File: config.mk
export PLATFORM = sky130hd
export DESIGN_NAME = framing_window
export DESIGN_NICKNAME = d
export VERILOG_FILES = /design/src/rtl/mfcc_pkg.sv /design/src/rtl/frame_buffer_ram.sv /design/src/rtl/framing_window.sv
export SDC_FILE = /design/constraint.sdc
export NUM_CORES = 2
export LEC_CHECK = 0
export CORE_ASPECT_RATIO = 0.5
export CORE_MARGIN = 1
export CORE_UTILIZATION = 60
export DETAILED_ROUTE_END_ITERATION = 12
export GPL_ROUTABILITY_DRIVEN = 1
export GPL_TIMING_DRIVEN = 1
export PLACE_DENSITY = 0.76
export SKIP_CTS_REPAIR_TIMING = 1
export SLEW_MARGIN = 20
export SYNTH_ARGS = -nofsm -noshare
export SYNTH_HDL_FRONTEND = slang
export SYNTH_SLANG_ARGS = --single-unit
File: constraint.sdc
create_clock -name clk -period 4.45 [get_ports clk]
set_clock_uncertainty 0.2 [all_clocks]
set_input_delay 1.1125 -clock clk [delete_from_list [all_inputs] [get_ports clk]]
set_output_delay 1.1125 -clock clk [all_outputs]
set_load 0.02 [all_outputs]
File: src/rtl/mfcc_pkg.sv
// mfcc_pkg: shared widths, Q15 constants, framing defaults and Hamming coefficient generator
package mfcc_pkg;

    localparam int SAMPLE_W      = 16;
    localparam int COEF_W        = 16;
    localparam int Q15_FRAC      = 15;
    localparam int Q15_MAX       = 32767;
    localparam int Q15_HALF      = 16384;
    localparam int FRAME_LEN_DEF = 256;
    localparam int HOP_LEN_DEF   = 128;

    typedef enum logic [1:0] {
        FILL,
        WAIT,
        STREAM
    } frame_state_e;

    // Elaboration-time cosine; argument is folded into [-pi, pi] so the series converges quickly
    function automatic real cos_approx(input real x);
        real pi_v;
        real xr;
        real term;
        real sum;
        pi_v = 3.14159265358979323846;
        xr   = (x > pi_v) ? x - 2.0 * pi_v : x;
        term = 1.0;
        sum  = 1.0;
        for (int k = 1; k < 40; k++) begin
            term = -term * xr * xr / ((2.0 * k - 1.0) * (2.0 * k));
            sum  = sum + term;
        end
        return sum;
    endfunction

    // Unsigned Q15 Hamming coefficient for tap n of a len-point window
    function automatic logic [COEF_W-1:0] hamming_coef(input int n, input int len);
        real ang;
        real w;
        if (len < 2) return COEF_W'(Q15_MAX);
        ang = 2.0 * 3.14159265358979323846 * n / (len - 1);
        w   = 32767.0 * (0.54 - 0.46 * cos_approx(ang));
        return COEF_W'(int'(w));
    endfunction

endpackage

File: src/rtl/frame_buffer_ram.sv
// frame_buffer_ram: simple dual-port RAM, one write port and one registered read-first read port
module frame_buffer_ram
    import mfcc_pkg::*;
#(
    parameter int DEPTH = FRAME_LEN_DEF,
    parameter int WIDTH = SAMPLE_W,
    localparam int AW   = $clog2(DEPTH)
) (
    input  logic             clk,
    input  logic             we,
    input  logic [AW-1:0]    wr_addr,
    input  logic [WIDTH-1:0] wr_data,
    input  logic             re,
    input  logic [AW-1:0]    rd_addr,
    output logic [WIDTH-1:0] rd_data
);

    logic [WIDTH-1:0] mem [DEPTH];

    // A read of the address being written returns the old contents
    always_ff @(posedge clk) begin
        if (we) mem[wr_addr] <= wr_data;
        if (re) rd_data <= mem[rd_addr];
    end

endmodule

File: src/rtl/framing_window.sv
// framing_window: circular frame buffer emitting overlapping frames; Hamming window when FRAMING_HAMMING_EN is defined, rectangular otherwise
module framing_window
    import mfcc_pkg::*;
#(
    parameter int FRAME_LEN = FRAME_LEN_DEF,
    parameter int HOP_LEN   = HOP_LEN_DEF
) (
    input  logic                       clk,
    input  logic                       rst,
    input  logic signed [SAMPLE_W-1:0] preemph_out,
    input  logic                       preemph_valid,
    output logic signed [SAMPLE_W-1:0] framed_out,
    output logic                       framed_valid,
    output logic                       frame_start,
    output logic                       frame_last,
    output logic                       overrun
);

    localparam int AW = $clog2(FRAME_LEN);
    localparam int CW = AW + 1;

    frame_state_e state, state_nx;
    logic [AW-1:0] wr_ptr, rd_base, rd_idx, rd_addr;
    logic [CW-1:0] fill_cnt, hop_cnt;
    logic trig, streaming, rd_last, take;
    logic v1, s1, l1;
    logic signed [SAMPLE_W-1:0] rd_data, win;

    assign streaming = state == STREAM;
    assign rd_last   = streaming && rd_idx == AW'(FRAME_LEN - 1);
    assign trig      = preemph_valid && (fill_cnt == CW'(FRAME_LEN - 1) ||
                       (fill_cnt == CW'(FRAME_LEN) && hop_cnt == CW'(HOP_LEN - 1)));
    // A trigger on the final read cycle chains the next frame back-to-back
    assign take      = trig && (!streaming || rd_last);
    assign rd_addr   = rd_base + rd_idx;

    frame_buffer_ram #(.DEPTH(FRAME_LEN), .WIDTH(SAMPLE_W)) u_ram (
        .clk    (clk),
        .we     (preemph_valid && !rst),
        .wr_addr(wr_ptr),
        .wr_data(preemph_out),
        .re     (streaming),
        .rd_addr(rd_addr),
        .rd_data(rd_data)
    );

    // Next state: any accepted trigger starts a frame, otherwise the last read returns to WAIT
    always_comb begin
        state_nx = take ? STREAM : (rd_last ? WAIT : state);
    end

    // State, write pointer, fill/hop counters, read sequencing and sticky overrun
    always_ff @(posedge clk) begin
        if (rst) begin
            state    <= FILL;
            wr_ptr   <= '0;
            fill_cnt <= '0;
            hop_cnt  <= '0;
            rd_base  <= '0;
            rd_idx   <= '0;
            overrun  <= 1'b0;
        end else begin
            state <= state_nx;
            if (preemph_valid) begin
                wr_ptr   <= wr_ptr + AW'(1);
                fill_cnt <= (fill_cnt == CW'(FRAME_LEN)) ? fill_cnt : fill_cnt + CW'(1);
                hop_cnt  <= trig ? '0 : hop_cnt + CW'(1);
            end
            if (take) begin
                rd_base <= wr_ptr + AW'(1);
                rd_idx  <= '0;
            end else if (streaming) begin
                rd_idx <= rd_idx + AW'(1);
            end
            if (trig && !take) overrun <= 1'b1;
        end
    end

    // Stage 1 markers travel alongside the registered buffer read
    always_ff @(posedge clk) begin
        if (rst) begin
            v1 <= 1'b0;
            s1 <= 1'b0;
            l1 <= 1'b0;
        end else begin
            v1 <= streaming;
            s1 <= streaming && rd_idx == '0;
            l1 <= rd_last;
        end
    end

`ifdef FRAMING_HAMMING_EN
    localparam int PW = SAMPLE_W + COEF_W + 1;

    logic [COEF_W-1:0] rom [FRAME_LEN];
    logic [COEF_W-1:0] coef_q;
    logic signed [PW-1:0] prod;

    for (genvar i = 0; i < FRAME_LEN; i++) begin : g_rom
        localparam logic [COEF_W-1:0] C = hamming_coef(i, FRAME_LEN);
        assign rom[i] = C;
    end

    // Coefficient fetched in step with the buffer read so both reach the multiplier together
    always_ff @(posedge clk) begin
        coef_q <= rom[rd_idx];
    end

    assign prod = PW'(rd_data) * PW'($signed({1'b0, coef_q}));
    assign win  = SAMPLE_W'((prod + PW'(Q15_HALF)) >>> Q15_FRAC);
`else
    assign win = rd_data;
`endif

    // Stage 2 output register; data is held at zero between frames
    always_ff @(posedge clk) begin
        if (rst) begin
            framed_out   <= '0;
            framed_valid <= 1'b0;
            frame_start  <= 1'b0;
            frame_last   <= 1'b0;
        end else begin
            framed_out   <= v1 ? win : '0;
            framed_valid <= v1;
            frame_start  <= s1;
            frame_last   <= l1;
        end
    end

endmodule
Word level (Yosys, flattened, before mapping) --
Memory sizes are Yosys's and may differ from the RTL's. A register that Yosys moved wholly into a read port is not among the register bits. Cells that the tools add are included.
Storage, ports and cells: flip-flop bits (word level) 67, memory bits (writable) 4096, input bits 19, output and inout bits 20, logic and storage cells 50, memories 1
Operators by class: add/sub/neg operators 5, eq/ne operators 5, muxes and demuxes 5, bitwise logic cells 2, reductions and logical operators 17
Memory list:
- u_ram.mem | words 256, width 16, read ports 1, clocked after Yosys merged registers in 1, write ports 1, RTL line frame_buffer_ram.sv:18 | logic [WIDTH-1:0] mem [DEPTH];
Operators by type and width (count):
- $add A9 B1 Y9 const B | 2
- $add A8 B1 Y8 const B | 2
- $eq A9 B7 Y1 const B | 1
- $eq A9 B8 Y1 const B | 1
- $eq A9 B9 Y1 const B | 1
- $mux W9 | 1
- $add A8 B8 Y8 | 1
- $eq A8 B8 Y1 const B | 1
- $logic_not A8 Y1 | 1
- $logic_and A1 B1 Y1 | 7
- $mux W2 | 2
- $reduce_or A2 Y1 | 2
- $logic_not A1 Y1 | 3
- $eq A2 B2 Y1 const B | 1
- $logic_or A1 B1 Y1 | 2
- $mux W1 | 2
- $not A1 Y1 | 2
- $reduce_and A2 Y1 | 1
- $reduce_bool A2 Y1 | 1

Logic depth before layout (Yosys ltp) --
word-level depth 7, depth in mapped cells 16, gate-level depth less buffers 11

Cells and area by module --
From an unflattened synthesis, not the netlist that was laid out.
Second synthesis, totals: cell total of the unflattened synthesis 7685, area, all modules 161972.8 µm²
Modules (own cells, without submodules):
- frame_buffer_ram | instances 1, cells an instance 7360, area an instance 158874.9 µm², sequential area each 123478.4 µm²
- framing_window | instances 1, cells an instance 325, area an instance 3098.0 µm², sequential area each 1341.3 µm²

Worst setup path before layout --
Ideal clock, no wire load.
path type flip-flop to flip-flop, from register rd_idx[0], to register u_ram.rd_data[4], read port of u_ram.mem (data pin), setup time 0.263 ns, data arrival time 3.532 ns, required time 3.987 ns, setup slack 0.455 ns, cell stages (with the launch flop) 15, path buffers 5, period minus slack after synthesis 3.995 ns, path through dfxtp_1 > ha_1 > inv_1 > fa_1 > buf_2 > buf_2 > buf_1 > clkbuf_1 > buf_1 > mux4_2 > mux2i_1 > o21ai_0 > o21ai_0 > a21oi_1 > a2111o_1
Between the ends: cells in the longest elaborated chain, start to end 1
RTL lines:
- start, declared | RTL line framing_window.sv:23 | logic [AW-1:0] wr_ptr, rd_base, rd_idx, rd_addr;
- start signal, assigned | RTL line framing_window.sv:73 | rd_idx <= rd_idx + AW'(1);
- $add A8 B8 Y8 | RTL line framing_window.sv:35 | assign rd_addr = rd_base + rd_idx;
- end, declared | RTL line frame_buffer_ram.sv:15 | output logic [WIDTH-1:0] rd_data
No other way between the ends. A chain may end at the register's enable or synchronous reset.

Worst setup path after layout --
from register rd_base[2], to register u_ram.rd_data[5], read port of u_ram.mem (data pin)
Between the ends: cells in the longest elaborated chain, start to end 1
RTL lines:
- start, declared | RTL line framing_window.sv:23
- start signal, assigned | RTL line framing_window.sv:70 | rd_base <= wr_ptr + AW'(1);
- $add A8 B8 Y8 | RTL line framing_window.sv:35
No other way between the ends.

==> flow_summary_export.csv <==
group,metric,value,unit
status,outcome,"complete, but fails checks",
status,violations,"negative setup slack",
layout,area_delta_synth_final,14.2,%
floorplanning,start_util,60.4,%
clocking,clkTransAtPathRegs,0.08,ns
layout,postLayoutCoreUtil,69.0,%
critical_path,cp.required,4.90,ns
logic_synthesis,ys_ff_latch,4179,
floorplanning,rows,134,
logic_synthesis,synth_compound_area_share,1.38,%
global_routing,grt_pass1_vias,83500,
routing,postRouteAntennaNets,0,
logic_synthesis,async_flop_share,0,%
clocking,cts_tree,"built",
routing,dr.pass1.iters,12,
timing,max_slew_margin,14.6,%
min_path,min_to,"frame_start",
layout,final_cell_area,0.184,sq mm
routing,vias,86800,
timing,fin_crit_sh,101,%
logic_synthesis,synth_xor_area_share,0.218,%
logic_synthesis,synth_cell_types,66,
logic_synthesis,yosys_warnings,0,
floorplanning,ios,39,
logic_synthesis,synth_top_family_by_area,"multiplexers",
critical_path,endpoint_kind,"flip-flop",
global_routing,busiest_layer,"met2",
floorplanning,die-area,0.271,sq mm
global_routing,use_met2,48.1,%
clocking,cts-root-buf,"clkbuf_16",
logic_synthesis,yosys.area.top_type,"edfxtp_1",
placed_design,dp_hpwl,265000,microns
layout,final_cells,12400,
logic_synthesis,muxShareOfSynthArea,15.5,%
routing,drc_errors,0,
placed_design,place.gp.congestion,0.915,
global_routing,grt.total_usage,32.3,%
critical_path,r2r_cells,12,
job,cap_viol_max_count,0,
critical_path,crit_type,"reg -> reg",
logic_synthesis,syn_inst,7680,
timing,rsz0062_at_grt,"yes",
layout,drive_gt1_share,29.0,%
logic_synthesis,yosysSeqAreaShare,77.5,%
timing,tns,-0.0731,ns
critical_path,rrSetupSlack,-0.04,ns
logic_synthesis,synthTopCellsByArea,"edfxtp_1 77%, mux4_2 15%, nand2_1 1.7%, dfxtp_1 0.83%, nor2_1 0.82%",
placed_design,dp.cells,11700,
timing,whs,0.239,ns
global_routing,use_met1,45.6,%
global_routing,grt_overflow,0,
power_and_ir_drop,p_per_area,404,mW/mm^2
routing,detail_route.wl_per_cell,36.1,microns
timing,finalHoldViolCount,0,
min_path,holdPathStages,1,
floorplanning,die_h,368,microns
clocking,clk-insertion-delay-late,0.94,ns
placed_design,portBuffers,38,
global_routing,grt_pass1_wl,617000,microns
routing,drt_iter0_markers,15000,
timing,max_slew.worst_pin.slew,1.28,ns
timing,timing.fmax,0.223,GHz
critical_path,cp_max_fo,14,
clocking,clock_path_buffers,4,
layout,final_net_count,8510,
logic_synthesis,yosys.area_share.simple,4.01,%
logic_synthesis,ys.flop_type,"edfxtp_1",
clocking,numCtsBuffers,347,
routing,wirelength,446000,microns
critical_path,critical_path.startpoint_type,"flip-flop",
power_and_ir_drop,p_leak,58.8,nW
clocking,h-tree-depth,5,
global_routing,met3_usage,10.2,%
floorplanning,die_w,735,microns
power_and_ir_drop,irDropWorstVdd,0.367,mV
global_routing,antenna_found_initial,34,
critical_path,worstPathArrival,4.94,ns
power_and_ir_drop,p_total,74.4,mW
logic_synthesis,synth_top_area_share,76.7,%
global_routing,grt_max_degree,139,
clocking,cts_sinks,4179,
placed_design,placed_area,0.172,sq mm
logic_synthesis,synth_fa_ha_area_share,0.145,%
placed_design,dp_slack,-0.389,ns
floorplanning,core,0.267,sq mm
timing,setup_violations,4,
logic_synthesis,yosys.cell_count.top_type,"edfxtp_1",
logic_synthesis,syn_area_per_cell,21.0,sq um
logic_synthesis,synth-edff-count,4112,
logic_synthesis,ys_top_cells_by_count,"4112 x edfxtp_1, 1068 x mux4_2, 725 x nand2_1, 350 x nor2_1, 229 x nand3_1",
timing,slew_violations,0,
routing,viasPerCell,7.02,
logic_synthesis,synth_nets,7717,
critical_path,rr_startpoint,"rd_base[2]",
timing,period_minus_slack,4.49,ns
timing,worst_slack,-0.0359,ns
critical_path,r2r_end,"u_ram.rd_data[5]",
logic_synthesis,netlist_area,0.161,sq mm
min_path,min-delay-start,"s1",
min_path,hp-class,"reg -> reg",
-- per-layer routing --
metal	vias up	wire, microns
met1	44900	155000
met4	34	20600
met5	-	240
met2	7557	203000
li1	33200	-
met3	1095	67300
-- cell type report --
class                      instances  area, sq um
tap                             3604         4510
multi-input combinational       3041        34900
clock buffer                     405         9030
sequential                      4179       125000
fill                           15500        82800
clock inverter                   213         1810
timing repair buffer             891         8790
inverter                          13         48.8
antenna                           15         37.5
-- power by group --
part	internal (mW)	switching, mW	total, mW
registers	43.2	0.0128	43.2
clock network	16.1	14.1	30.2
logic	0.147	0.852	0.999
-- critical path, stage by stage, from the launching register on --
cell,delay (ns)
dfxtp_1,0.33
ha_1,0.43
a21oi_1,0.29
a21oi_1,0.18
or2_4,0.43
buf_12,0.24
nor2_4,0.26
buf_12,0.24
buf_4,0.31
a32oi_1,0.19
nand4_1,0.35
nand4_1,0.23
or4_1,0.50
-- cells by family after synthesis --
group / after synthesis
DFF: 4179
muxes: 1157
adders and majority gates: 18
and+or+nand+nor: 1509
xor gates and xnor gates: 40
AOI/OAI and AO/OA: 317
buffers and inverters: 460
-- worst max-delay path by stage --
stage | startpoint | end | slack [ns] | cells past startpoint
global placement | rd_base[0] | u_ram.rd_data[11] | -0.37 | 12
floorplan | rd_idx[0] | u_ram.rd_data[4] | 0.46 | 14
CTS | rd_base[0] | u_ram.rd_data[14] | -0.42 | 13
global route | rd_idx[0] | u_ram.rd_data[3] | -0.07 | 12
finish | rd_base[2] | u_ram.rd_data[5] | -0.04 | 12
detailed placement | rd_base[0] | u_ram.rd_data[14] | -0.39 | 13
-- cell usage in the layout (no fill, tap or decap), types with 68 or more instances in the layout --
cell type / instances
mux2i_1: 80
nand2_1: 721
mux4_2: 1068
nand3_1: 217
clkinv_2: 68
clkbuf_16: 365
buf_12: 113
clkinv_1: 86
nor2_1: 327
buf_4: 697
edfxtp_1: 4112
-- flip-flops by register name (all words and copies together), names as in the netlist --
register	flops
rd_idx	8
hop_cnt	9
frame_start	1
v1	1
overrun	1
framed_out	16
framed_valid	1
l1	1
fill_cnt	9
frame_last	1
u_ram.rd_data	16
s1	1
u_ram.mem	4096
state	2
wr_ptr	8
rd_base	8
Note: power is estimated with default switching activity, not from simulation.
